--- src/rtl/obi_sram_xbar.sv ---
// N-master OBI arbiter in front of a single-port SRAM with 1-cycle read latency.
// Fixed or round-robin arbitration, per-port response routing, error response
// for unmapped addresses and a byte-writable GPIO output register.

// Per-port response steering: only the port that owns the pending response sees it.
module obi_sram_xbar_port (
  input  logic        rsp_vld,
  input  logic        is_mem,
  input  logic        is_gpio,
  input  logic        is_err,
  input  logic [31:0] mem_rdata,
  input  logic [31:0] gpio_rdata,
  output logic        rvalid,
  output logic        err,
  output logic [31:0] rdata
);
  // rdata is forced to zero whenever this port has no response
  always_comb begin
    rvalid = rsp_vld;
    err    = rsp_vld & is_err;
    rdata  = '0;
    if (rsp_vld) begin
      if (is_mem)       rdata = mem_rdata;
      else if (is_gpio) rdata = gpio_rdata;
    end
  end
endmodule

module obi_sram_xbar #(
  parameter int          NumPorts  = 2,
  parameter int          ArbMode   = 0,
  parameter int          MemSize   = 64*1024,
  parameter logic [31:0] MemStart  = 32'h0000_0000,
  parameter logic [31:0] GpioAddr  = 32'h8000_0000,
  parameter int          GpioWidth = 8
) (
  input  logic                         clk_sys,
  input  logic                         rst_sys_n,
  input  logic [NumPorts-1:0]          req_i,
  input  logic [NumPorts-1:0]          we_i,
  input  logic [NumPorts-1:0][3:0]     be_i,
  input  logic [NumPorts-1:0][31:0]    addr_i,
  input  logic [NumPorts-1:0][31:0]    wdata_i,
  output logic [NumPorts-1:0]          gnt_o,
  output logic [NumPorts-1:0]          rvalid_o,
  output logic [NumPorts-1:0][31:0]    rdata_o,
  output logic [NumPorts-1:0]          err_o,
  output logic                         mem_req_o,
  output logic                         mem_we_o,
  output logic [3:0]                   mem_be_o,
  output logic [31:0]                  mem_addr_o,
  output logic [31:0]                  mem_wdata_o,
  input  logic [31:0]                  mem_rdata_i,
  output logic [GpioWidth-1:0]         gpio_o
);
  localparam int          PtrW    = (NumPorts > 1) ? $clog2(NumPorts) : 1;
  localparam logic [31:0] MemMask = ~(32'(MemSize) - 32'd1);

  typedef enum logic [1:0] {KIND_MEM = 2'd0, KIND_GPIO = 2'd1, KIND_ERR = 2'd2} kind_e;

  typedef struct packed {
    logic        we;
    logic [3:0]  be;
    logic [31:0] addr;
    logic [31:0] wdata;
  } req_t;

  req_t [NumPorts-1:0] port_req;
  req_t                win_req;
  logic [PtrW-1:0]     win, rr_ptr;
  logic                win_vld;
  kind_e               win_kind;
  int                  arb_idx;
  logic [GpioWidth-1:0] gpio_q, gpio_d;
  logic                resp_valid;
  logic [PtrW-1:0]     resp_port;
  kind_e               resp_kind;

  for (genvar p = 0; p < NumPorts; p++) begin : g_req
    assign port_req[p] = '{we: we_i[p], be: be_i[p], addr: addr_i[p], wdata: wdata_i[p]};
  end

  // Arbitration: scan from index 0 (fixed) or from rr_ptr with wrap (round-robin)
  always_comb begin
    gnt_o   = '0;
    win     = '0;
    win_vld = 1'b0;
    arb_idx = 0;
    for (int i = 0; i < NumPorts; i++) begin
      if (ArbMode == 1) begin
        arb_idx = int'(rr_ptr) + i;
        if (arb_idx >= NumPorts) arb_idx = arb_idx - NumPorts;
      end else begin
        arb_idx = i;
      end
      if (!win_vld && req_i[arb_idx]) begin
        win_vld        = 1'b1;
        win            = PtrW'(arb_idx);
        gnt_o[arb_idx] = 1'b1;
      end
    end
  end

  assign win_req = port_req[win];

  // Address decode of the winning request; SRAM wins over GPIO if they overlap
  always_comb begin
    win_kind = KIND_ERR;
    if ((win_req.addr & MemMask) == MemStart)       win_kind = KIND_MEM;
    else if (win_req.addr[31:2] == GpioAddr[31:2]) win_kind = KIND_GPIO;
  end

  assign mem_req_o   = win_vld && (win_kind == KIND_MEM);
  assign mem_we_o    = mem_req_o & win_req.we;
  assign mem_be_o    = mem_req_o ? win_req.be    : 4'h0;
  assign mem_addr_o  = mem_req_o ? win_req.addr  : 32'h0;
  assign mem_wdata_o = mem_req_o ? win_req.wdata : 32'h0;

  // GPIO byte-lane write; lanes beyond GpioWidth have no backing bits
  always_comb begin
    gpio_d = gpio_q;
    if (win_vld && (win_kind == KIND_GPIO) && win_req.we) begin
      for (int k = 0; k < GpioWidth; k++)
        if (win_req.be[k/8]) gpio_d[k] = win_req.wdata[k];
    end
  end

  // Response tag, RR pointer and GPIO register
  always_ff @(posedge clk_sys or negedge rst_sys_n) begin
    if (!rst_sys_n) begin
      resp_valid <= 1'b0;
      resp_port  <= '0;
      resp_kind  <= KIND_MEM;
      rr_ptr     <= '0;
      gpio_q     <= '0;
    end else begin
      resp_valid <= win_vld;
      gpio_q     <= gpio_d;
      if (win_vld) begin
        resp_port <= win;
        resp_kind <= win_kind;
        if (ArbMode == 1)
          rr_ptr <= (win == PtrW'(NumPorts - 1)) ? '0 : win + PtrW'(1);
      end
    end
  end

  assign gpio_o = gpio_q;

  for (genvar p = 0; p < NumPorts; p++) begin : g_port
    obi_sram_xbar_port u_port (
      .rsp_vld    (resp_valid && (resp_port == PtrW'(p))),
      .is_mem     (resp_kind == KIND_MEM),
      .is_gpio    (resp_kind == KIND_GPIO),
      .is_err     (resp_kind == KIND_ERR),
      .mem_rdata  (mem_rdata_i),
      .gpio_rdata (32'(gpio_q)),
      .rvalid     (rvalid_o[p]),
      .err        (err_o[p]),
      .rdata      (rdata_o[p])
    );
  end
endmodule
--- config.mk ---
export PLATFORM = sky130hd
export DESIGN_NAME = obi_sram_xbar
export DESIGN_NICKNAME = d
export VERILOG_FILES = /design/src/rtl/obi_sram_xbar.sv
export SDC_FILE = /design/constraint.sdc
export NUM_CORES = 1
export LEC_CHECK = 0
export ABC_AREA = 0
export BUFFER_PORTS_ARGS = -buffer_cell sky130_fd_sc_hd__buf_4
export CAP_MARGIN = 20
export CORE_AREA = 2 2 126 128
export CTS_BUF_LIST = sky130_fd_sc_hd__clkbuf_4 sky130_fd_sc_hd__clkbuf_8
export CTS_CLUSTER_DIAMETER = 40
export CTS_CLUSTER_SIZE = 28
export DETAILED_ROUTE_END_ITERATION = 10
export DIE_AREA = 0 0 128 130
export PLACE_DENSITY = 0.52
export SLEW_MARGIN = 20
export SYNTH_ARGS = -nofsm -noshare
export SYNTH_HDL_FRONTEND = slang
export SYNTH_SLANG_ARGS = --single-unit
--- constraint.sdc ---
create_clock -name clk_sys -period 3.6 [get_ports clk_sys]
set_clock_uncertainty 0.15 [all_clocks]
set_input_delay 0.9 -clock clk_sys [delete_from_list [all_inputs] [get_ports clk_sys]]
set_output_delay 0.9 -clock clk_sys [all_outputs]
set_load 0.05 [all_outputs]
======== Word level (Yosys, flattened, before mapping) ========
Cells that the tools add are included.
storage, ports and cells
  register bits ........................... 12
cells by class
  bitwise gates (word level) .............. 4
  muxes and demuxes ....................... 16
  reductions and logical operators ........ 11
  eq/ne operators ......................... 4
  magnitude comparators ................... 1
operators with widths
  kind                                                                           count
  32-bit 2-to-1 mux                                                              5
  69-bit 2-to-1 mux                                                              2
  32-bit logical NOT                                                             1
  30-bit == test (second input constant)                                         1
  8-bit 2-to-1 mux                                                               1
  1-bit logical AND                                                              6
  2-bit 2-to-1 mux                                                               3
  2-bit by 1-bit == test with 1-bit output (second input constant)               2
  2-bit logical NOT                                                              2
  1-bit 2-to-1 mux                                                               4
  4-bit 2-to-1 mux                                                               1
  1-bit AND                                                                      3
  2-bit == test (second input constant)                                          1
  1-bit by 2-bit less-than comparator with 1-bit output (second input constant)  1
  2-bit AND reduction                                                            1
  1-bit logical NOT                                                              1
  1-bit NOT                                                                      1

======== Depth between registers and ports, before layout ========
Gate-level depths: netlist (run 1).
  word-level depth ........................ 13
  mapped depth ............................ 8

======== Cells and area by module ========
From an unflattened synthesis (run 1), not the netlist that was laid out.
unflattened totals
  cell total of the unflattened synthesis .. 373
  area, all modules ....................... 2,543.7 um^2
by module, submodules not included
  module              cells an instance  area each (um^2)  times used
  obi_sram_xbar       275                1,595.3           1
  obi_sram_xbar_port  49                 474.2             2

======== Worst setup path before layout (run 1) ========
No wires, ideal clock.
  path kind ............................... input -> output
  from .................................... in addr_i[49] in the netlist's numbering
  to ...................................... out mem_addr_o[0]
  cell stages on the path ................. 6
  setup slack ............................. -0.111 ns
  arrival ................................. 2.661 ns
  required time ........................... 2.550 ns
  cell sequence ........................... nor4_2 > nand2_1 > o31ai_2 > nand2_2 > buf_2 > a21oi_1
on the way
  longest elaborated chain between the ends .. 8
  elaborated cells on any way between the ends .. 9
  classes of those cells .................. eq/ne (1); mux (5); reduce/logical (3)
RTL lines
  item                                                      RTL line  text
  start, declared                                           42        input logic [NumPorts-1:0][31:0] addr_i,
  69-bit 2-to-1 mux (implied by the code) (*) (2 in a row)  104       assign win_req = port_req[win];
  30-bit == test                                            110       else if (win_req.addr[31:2] == GpioAddr[31:2]) win_kind = KIND_GPIO;
  2-bit 2-to-1 mux                                          110
  2-bit 2-to-1 mux (*)                                      109       if ((win_req.addr & MemMask) == MemStart) win_kind = KIND_MEM;
  2-bit logical NOT (*)                                     113       assign mem_req_o = win_vld && (win_kind == KIND_MEM);
  1-bit logical AND (*)                                     113
  32-bit 2-to-1 mux (*)                                     116       assign mem_addr_o = mem_req_o ? win_req.addr : 32'h0;
  end, declared                                             51        output logic [31:0] mem_addr_o,
Mark *: on every way between the ends. The rest lies on a longest branch, timed or not. The select of a mux whose other input is x is not followed.

======== Final worst setup path (run 1) ========
  from .................................... in addr_i[60] in the netlist's numbering
  to ...................................... out mem_be_o[1]
on the way
  longest elaborated chain between the ends .. 8
  elaborated cells on any way between the ends .. 9
  classes of those cells .................. eq/ne (1); mux (5); reduce/logical (3)
RTL lines
  item                                                      RTL line  text
  69-bit 2-to-1 mux (implied by the code) (*) (2 in a row)  104
  30-bit == test                                            110
  2-bit 2-to-1 mux                                          110
  2-bit 2-to-1 mux (*)                                      109
  2-bit logical NOT (*)                                     113
  1-bit logical AND (*)                                     113
  4-bit 2-to-1 mux (*)                                      115       assign mem_be_o = mem_req_o ? win_req.be : 4'h0;
  end, declared                                             50        output logic [3:0] mem_be_o,
Marks and branches as above.

==> results_dict.tcl, run 1 <==
set metrics [dict create \
    io_pins 322 \
    hold_class "in -> async" \
    ys_seq_elements 12 \
    finalHoldViolations 0 \
    synthTopCellsByArea "nand2_1 19%, and2_1 14%, dfrtp_1 14%" \
    synth.top_cell.area_share 0.1929 \
    p_total_mw 0.5872 \
    crit_type "in -> out" \
    peakVddDrop_mv 0.06852 \
    hpwl_um 10090 \
    synth_flop_cell "dfrtp_1" \
    drt_iter0_markers 52 \
    fin_nets 829 \
    synth_area_leader_cell "nand2_1" \
    cp_max_fo 25 \
    rows 46 \
    area_delta_synth_final_pct 118.5 \
    grt_pass1_wl_um 16370 \
    final_common_cell "buf_4" \
    yosysUniqueCellTypes 33 \
    crit_slowest_cell "or3_4" \
    antennaDiodeCount 0 \
    setup_violations 0 \
    cts_tree "built" \
    syn_area_per_cell_sq_um 5.933 \
    placed_area_sq_um 4593 \
    grt_overflow_total 0 \
    arrival_ns 2.46 \
    port_buffers 305 \
    slowest_delay_ns 0.41 \
    whs_ns 0.3405 \
    vias_per_cell 4.174 \
    cts-buffers-inserted 3 \
    clkPwrFrac 0.255 \
    maxSlewViolCount 0 \
    vias 3531 \
    grt_pass1_vias 3182 \
    end_kind "output port" \
    dieArea_sq_um 16640 \
    ant_nets 0 \
    root_buffer "clkbuf_8" \
    p_int_mw 0.3835 \
    switching_power_mw 0.2037 \
    drt_pass1_iterations 4 \
    synth_area_sq_um 2160 \
    drv_cap 0 \
    clock_path_buffers 2 \
    synthArstFlopShare 1.000 \
    tns_ns 0 \
    die_y_um 130 \
    insertion_delay_ns 0.24 \
    critPathBufInv 3 \
    synth-edff-count 0 \
    globalplace.congestion 0.7505 \
    stdcell_area_sq_um 4720 \
    route.detailed.drc 0 \
    core_area_sq_um 15420 \
    crit_chain "buf_4, or3_4, o31ai_4, nand2_4, clkbuf_16, a21oi_1, buf_4" \
    critPathTopFamily "buffers and inverters" \
    synth_warnings 0 \
    period_share 0.9742 \
    grt_use_total 0.1248 \
    routed_wl_um 12100 \
    required_ns 2.55 \
    drive_gt1_frac 0.5321 \
    mostFrequentLayoutCells "316 x buf_4, 111 x nand2_1, 48 x and2_1" \
    critPathLaunchType "input port" \
    hold_buffers 0 \
    wl_per_cell_um 14.30 \
    antenna_found_initial 0 \
    initial_core_util 0.1400 \
    die_w_um 128 \
    seq_power_share 0.233 \
    power_per_cell_area_nw_per_um2 124.4 \
    p_sw_frac 0.3469 \
    yosysSeqAreaShare 0.1390 \
    max_slew_margin 0.5614 \
    grt_max_degree 58 \
    nFillCells 1720 \
    fmax_ghz 0.2851 \
    post-route-util 0.3060 \
    path_clk_slew_ns 0.06 \
    status "finished, final reports clean" \
    p_leak_nw 2.506 \
    synthCells 364 \
    crit_top_cell "buf_4" \
    comb_power_share 0.511 \
    cts_sinks 12 \
    worst_pin_slew_ns 0.6580 \
    min_period_ns 3.507 \
    cts_max_level 1 \
]
## cells by family after synthesis
logic type             Yosys count  synth area share
buffers and inverters           53            0.1373
other                            1          0.001736
and+or+nand+nor                213            0.4658
AOI/OAI and AO/OA               76            0.2144
DFF                             12            0.1391
muxes                            9           0.04172
## worst paths after layout
check | start | to | slack (ns) | cells after the start
max | addr_i[60] | mem_be_o[1] | 0.09 | 7
min | rst_sys_n | gpio_o[4] | 0.34 | 1
max reg2reg | resp_kind[0] | resp_kind[0] | 2.31 | 2
min reg2reg | resp_port | resp_port | 0.38 | 2
max in group asynchronous | rst_sys_n | resp_port | 2.80 | 1
min in group clk_sys | resp_port | resp_port | 0.38 | 2
## registers in the layout (all words and copies together), names as in the netlist
signal	count
resp_port	1
gpio_o	8
resp_valid	1
resp_kind	2
## synth_stat cells (all sizes together) (2+ instances only)
master / instances
a21oi: 54
or2: 2
inv: 5
nor3: 4
dfrtp: 12
a31oi: 16
nor4: 10
o31ai: 2
nor2b: 2
nand2b: 3
nor2: 22
nand2: 112
clkbuf: 16
o21ai: 2
nand4: 3
buf: 32
mux2i: 9
nand3: 4
and2: 48
## stage by stage
step	setup WS [ns]	cells
6_report	0.09298	846
5_1_grt	-0.01264	846
4_1_cts	0.02068	844
3_5_place_dp	-0.06052	840
3_3_place_gp	-0.05993	840
2_1_floorplan	-0.1110	379
## metal layers
| layer | part of all wire | vias to the layer above | wire length, um | track usage |
|---|---|---|---|---|
| met2 | 0.56 | 198 | 6759 | 0.2592 |
| met3 | 0.081 | 9 | 982 | 0.01968 |
| li1 | - | 1756 | - | - |
| met5 | 0 | - | 0 | 0 |
| met4 | 0.013 | 0 | 153 | 0.02973 |
| met1 | 0.35 | 1568 | 4204 | 0.1293 |
## final cells by class
class | count | area (sq um) | share of cell area
Clock buffer | 4 | 55.05 | 0.01166
Inverter | 5 | 18.77 | 0.003977
Multi-Input combinational cell | 314 | 1668 | 0.3534
Sequential cell | 12 | 300.3 | 0.06363
Tap cell | 192 | 240.2 | 0.05090
Timing Repair Buffer | 319 | 2437 | 0.5164
## power groups by stage
stage                     Sequential [mW]  Clock, mW  Combinational (mW)
after floorplan                     0.139          0               0.137
after global placement              0.140          0               0.299
after detailed placement            0.140          0               0.299
after CTS                           0.137      0.154               0.300
after global routing                0.137      0.160               0.324
final                               0.137      0.150               0.300
## what timing repair did
action | in CTS | in global routing
pin swaps | 0 | 3
buffers inserted | 0 | 1
gates resized for setup | 1 | 6
endpoints found under the setup margin | 1 | 50
gates cloned | 0 | 1
Note: power is estimated with default switching activity, not from simulation.
==> run 2: changes to the inputs <==
--- a/config.mk
+++ b/config.mk
@@ -6,14 +6,14 @@
 export NUM_CORES = 1
 export LEC_CHECK = 0
-export ABC_AREA = 0
+export ABC_AREA = 1
 export BUFFER_PORTS_ARGS = -buffer_cell sky130_fd_sc_hd__buf_4
 export CAP_MARGIN = 20
-export CORE_AREA = 2 2 126 128
+export CORE_AREA = 2 2 124 126
 export CTS_BUF_LIST = sky130_fd_sc_hd__clkbuf_4 sky130_fd_sc_hd__clkbuf_8
 export CTS_CLUSTER_DIAMETER = 40
 export CTS_CLUSTER_SIZE = 28
 export DETAILED_ROUTE_END_ITERATION = 10
-export DIE_AREA = 0 0 128 130
-export PLACE_DENSITY = 0.52
+export DIE_AREA = 0 0 126 128
+export PLACE_DENSITY = 0.59
 export SLEW_MARGIN = 20
 export SYNTH_ARGS = -nofsm -noshare
--- a/constraint.sdc
+++ b/constraint.sdc
@@ -3,3 +3,3 @@
 set_input_delay 0.9 -clock clk_sys [delete_from_list [all_inputs] [get_ports clk_sys]]
 set_output_delay 0.9 -clock clk_sys [all_outputs]
-set_load 0.05 [all_outputs]
+set_load 0.01 [all_outputs]
==> run 2 against run 1 <==
  * Global-route usage increased by 2.9 points
  * Routed wire length increased by 17%
  * Worst hold slack improved by 0.0040 ns
  * Via count increased by 33%
  * Largest cell class unchanged
  * Highest routed layer unchanged
==> results_dict.tcl, run 2 <==
set metrics [dict create \
    yosysUniqueCellTypes 23 \
    wl_per_cell_um 12.82 \
    nFillCells 1644 \
    seqCellArea_sq_um 300.3 \
    area_delta_synth_final_pct 98.01 \
    insertion_delay_ns 0.23 \
    route.detailed.drc 0 \
    crit_type "in -> out" \
    die_w_um 126 \
    yosysSeqAreaShare 0.1017 \
    p_sw_frac 0.3836 \
    hold_class "in -> async" \
    grt_use_total 0.1538 \
    crit_chain "buf_6, inv_8, nand2_8, buf_12, nand2_2, nand2_1, nor2_1, nand2_1, nor2_2, nand2_2, nor2_4, clkinv_4, clkbuf_16, a21oi_2, buf_4" \
    comb_power_share 0.651 \
    hpwl_um 11320 \
    vias 4688 \
    fin_nets 1096 \
    p_leak_nw 3.476 \
    max_slew_margin 0.4079 \
    cp_max_fo 8 \
    drv_cap 0 \
    drive_gt1_frac 0.4446 \
    synth.most_common_cell "nand2_1" \
    ant_nets 0 \
    synth_common_cells "225 x nand2_1, 97 x inv_1, 64 x nor2_1, 50 x nor3_1, 43 x nand3_1" \
    post-route-util 0.3935 \
    antenna_found_initial 0 \
    antennaDiodeCount 0 \
    p_int_mw 0.4474 \
    slowest_delay_ns 0.19 \
    finalHoldViolations 0 \
    ys_seq_elements 12 \
    synth_flop_cell "dfrtp_1" \
    required_ns 2.55 \
    root_buffer "clkbuf_8" \
    multiInputGateArea_sq_um 2165 \
    maxSlewViolCount 0 \
    end_kind "output port" \
    min_period_ns 3.527 \
    rows 45 \
    synth_warnings 0 \
    power_per_cell_area_nw_per_um2 124.1 \
    tns_ns 0 \
    core_area_sq_um 14860 \
    rsz0062_at_grt "true" \
    switching_power_mw 0.2784 \
    syn_area_per_cell_sq_um 4.749 \
    cts-buffers-inserted 3 \
    cts_max_level 1 \
    initial_core_util 0.1987 \
    grt_pass1_wl_um 20960 \
    synthCells 622 \
    drt_pass1_iterations 4 \
    dieArea_sq_um 16130 \
    fmax_ghz 0.2835 \
    routed_wl_um 14200 \
    drt_iter0_markers 122 \
    synthTopCellsByArea "nand2_1 29%, inv_1 12%, dfrtp_1 10%" \
    largest_reg_flops 8 \
    worst_pin_slew_ns 0.8860 \
    critPathBufInv 6 \
    cts_sinks 12 \
    mostFrequentLayoutCells "325 x buf_4, 205 x nand2_1, 96 x inv_1" \
    path_clk_slew_ns 0.05 \
    die_y_um 128 \
    grt_overflow_total 0 \
    clkPwrFrac 0.158 \
    placed_cells 1095 \
    crit_slowest_cell "clkbuf_16" \
    vias_per_cell 4.231 \
    peakVddDrop_mv 0.07492 \
    grt_max_degree 49 \
    io_pins 322 \
    synth.top_cell.area_share 0.2859 \
    globalplace.congestion 0.8160 \
    arrival_ns 2.48 \
    status "finished, final reports clean" \
    synth-edff-count 0 \
    grt_pass1_vias 4298 \
    synth_area_sq_um 2954 \
    clock_path_buffers 2 \
    stdcell_count 1108 \
    synth_area_leader_cell "nand2_1" \
    final_common_cell "buf_4" \
    seq_power_share 0.191 \
    period_share 0.9797 \
    setup_violations 0 \
    critPathTopFamily "buffers and inverters" \
    port_buffers 305 \
    p_total_mw 0.7258 \
    critPathLaunchType "input port" \
    synthArstFlopShare 1.000 \
    cts_tree "built" \
]
## run 2: area by class of cell
class	count	share of cell area
Multi-Input combinational cell	463	0.3701
Tap cell	188	0.04021
Clock buffer	3	0.007059
Inverter	101	0.06738
Sequential cell	12	0.05134
Timing Repair Buffer	341	0.4640
## run 2: timing repair
action                                  CTS  global route
pin swaps                                 1             3
hold buffers                              0             0
gates resized for setup                   6            64
setup buffers                             1             4
endpoints found under the setup margin   36            53
cloned                                    0             5
## run 2: kinds of logic after synthesis
kind of cell    share of synthesized area
compound gates                    0.08048
buf+inv                            0.2473
simple gates                       0.5625
other cells                      0.001269
flops                              0.1017
mux                              0.006777
## run 2: path summary, 6_finish.rpt
kind | slack (ns) | to | startpoint | depth (start not counted)
min in group clk_sys | 0.35 | gpio_o[4] | gpio_o[4] | 2
min | 0.34 | gpio_o[7] | rst_sys_n | 1
max | 0.07 | mem_wdata_o[22] | req_i[0] | 15
max reg2reg | 2.26 | resp_kind[0] | resp_kind[0] | 3
max in group asynchronous | 2.80 | gpio_o[5] | rst_sys_n | 1
min reg2reg | 0.35 | gpio_o[4] | gpio_o[4] | 2
## run 2: metrics by stage
step	worst slack (ns)	hold slack, ns	area [sq um]
after floorplan	0.3462	0.3663	3010
after CTS	0.007542	0.3510	5494
after global placement	-0.04526	0.3364	5424
after detailed placement	-0.05197	0.3392	5424
final	0.07292	0.3445	5849
after global routing	-0.05596	0.3487	5849
## run 2: power by group through the flow
stage	registers, mW	clock network [mW]	logic [mW]
floorplan	0.140	0	0.219
global placement	0.140	0	0.443
detailed placement	0.140	0	0.444
CTS	0.138	0.117	0.446
global route	0.138	0.127	0.526
finish	0.138	0.115	0.473
## run 2: per-layer routing
layer / vias to the layer above / track usage / routed length (um)
li1: 2451 / - / -
met1: 2033 / 0.1774 / 5663
met2: 198 / 0.2960 / 7289
met3: 6 / 0.03589 / 1162
met4: 0 / 0.01745 / 87
met5: - / 0 / 0
==> run 3: changes to the inputs <==
ABC_AREA = not set   (was 1)
CORE_AREA = 2 2 126 128   (was 2 2 124 126)
DIE_AREA = 0 0 128 130   (was 0 0 126 128)
PLACE_DENSITY = 0.52   (was 0.59)
==> run 3 against run 2 <==
  * Sequential share of layout area increased by 1.3 points
  * Setup slack gained 0.072 ns
  * Register-to-register slack improved by 0.08 ns
  * Maximum frequency grew 2.1%
  * Clock-buffer cell count increased by 1
  * Die area up 3.2%
  * First-iteration DRC count is 36% lower
  * Cell area decreased by 21%
  * Critical path type unchanged
  * Largest cell class unchanged
  * Largest power group unchanged
==> results_dict.tcl, run 3 (synthesis gave the netlist of run 1 again) <==
set metrics [dict create \
    status "finished, final reports clean" \
    whs_ns 0.3367 \
    detailedPlace.worstSlack_ns -0.06611 \
    route.detailed.drc 0 \
    mostFrequentLayoutCells "312 x buf_4, 110 x nand2_1, 48 x and2_1" \
    grt_pass1_wl_um 16390 \
    drt_iter0_markers 78 \
    critPathLaunchType "input port" \
    final_common_cell "buf_4" \
    multiInputGateArea_sq_um 1653 \
    worstReg2RegStart "resp_kind[0]" \
    die_w_um 128 \
    die_y_um 130 \
    grt_overflow_total 0 \
    cts_sinks 12 \
    routed_wl_um 11920 \
    initial_core_util 0.1400 \
    fmax_ghz 0.2894 \
    grt_max_degree 58 \
    fin_nets 824 \
    dieArea_sq_um 16640 \
    cts_max_level 1 \
    seqCellArea_sq_um 300.3 \
    core_area_sq_um 15420 \
    root_buffer "clkbuf_8" \
    period_share 0.9598 \
    grt_pass1_vias 3246 \
    required_ns 2.55 \
    post-route-util 0.3014 \
    fin_ws_ns 0.1447 \
    hold_class "in -> async" \
    port_buffers 305 \
    grt_use_total 0.1243 \
    end_kind "output port" \
    vias_per_cell 4.147 \
    cts-buffers-inserted 3 \
    crit_type "in -> out" \
    hpwl_um 10140 \
    worst_pin_slew_ns 0.6332 \
    drive_gt1_frac 0.5239 \
    p_leak_nw 2.467 \
    path_clk_slew_ns 0.06 \
    wl_per_cell_um 14.17 \
    cts_tree "built" \
    postCtsSetupRepairBufs 0 \
    max_slew_margin 0.5779 \
    power_per_cell_area_nw_per_um2 116.7 \
    cp_max_fo 50 \
    area_delta_synth_final_pct 115.3 \
    drt_pass1_iterations 4 \
    largest_reg_flops 8 \
    vias 3488 \
    finalHoldViolations 0 \
    maxSlewViolCount 0 \
    min_period_ns 3.455 \
    worstSetupStartpoint "addr_i[56]" \
    arrival_ns 2.41 \
    setup_violations 0 \
    tns_ns 0 \
    io_pins 322 \
    nFillCells 1777 \
    rsz0062_at_grt "false" \
    ant_nets 0 \
    insertion_delay_ns 0.24 \
    antenna_found_initial 0 \
    globalplace.congestion 0.7426 \
    peakVddDrop_mv 0.07991 \
    drv_cap 0 \
    rows 46 \
    antennaDiodeCount 0 \
    clock_path_buffers 2 \
]
-- run 3: cell type report --
class | instances | area share
clock buffer | 4 | 0.01184
multi-input combinational | 314 | 0.3555
sequential | 12 | 0.06459
inverter | 5 | 0.004037
tap | 192 | 0.05167
timing repair buffer | 314 | 0.5124
-- run 3: path summary, 6_finish.rpt --
check,endpoint,slack (ns),cells past startpoint
max,mem_wdata_o[31],0.14,8
min,resp_port,0.34,1
max reg2reg,resp_kind[0],2.34,2
min reg2reg,resp_port,0.37,2
max in group asynchronous,gpio_o[5],2.81,1
min in group clk_sys,resp_port,0.37,2
-- run 3: critical path, stage by stage --
cell     delay, ns
buf_4         0.11
nor4_1        0.27
nand2_1       0.17
o31ai_4       0.28
nand2_2       0.11
buf_12        0.20
a21oi_2       0.19
buf_4         0.15
-- run 3: timing repair --
action / 4_1_cts / 5_1_grt
setup endpoints to repair: 1 / 50
hold buffers: 0 / 0
resized for setup: 1 / 3
cloned: 0 / 0
-- run 3: stage by stage --
step	cells	power, mW	area (sq um)
2_1_floorplan	379	0.2320	2216
3_3_place_gp	837	0.3928	4571
3_5_place_dp	837	0.3935	4571
4_1_cts	841	0.5484	4629
5_1_grt	841	0.5752	4649
6_report	841	0.5427	4649
-- run 3: layer usage --
metal  global-route usage  routed length [um]
met1               0.1288                4277
met2               0.2498                6375
met3              0.02583                1066
met4              0.03749                 197
met5                    0                   0
-- run 3: power by group --
part / switching, mW / internal [mW]
Clock: 0.0544 / 0.0968
Combinational: 0.105 / 0.149
Sequential: 0.000826 / 0.136
Total: 0.161 / 0.382
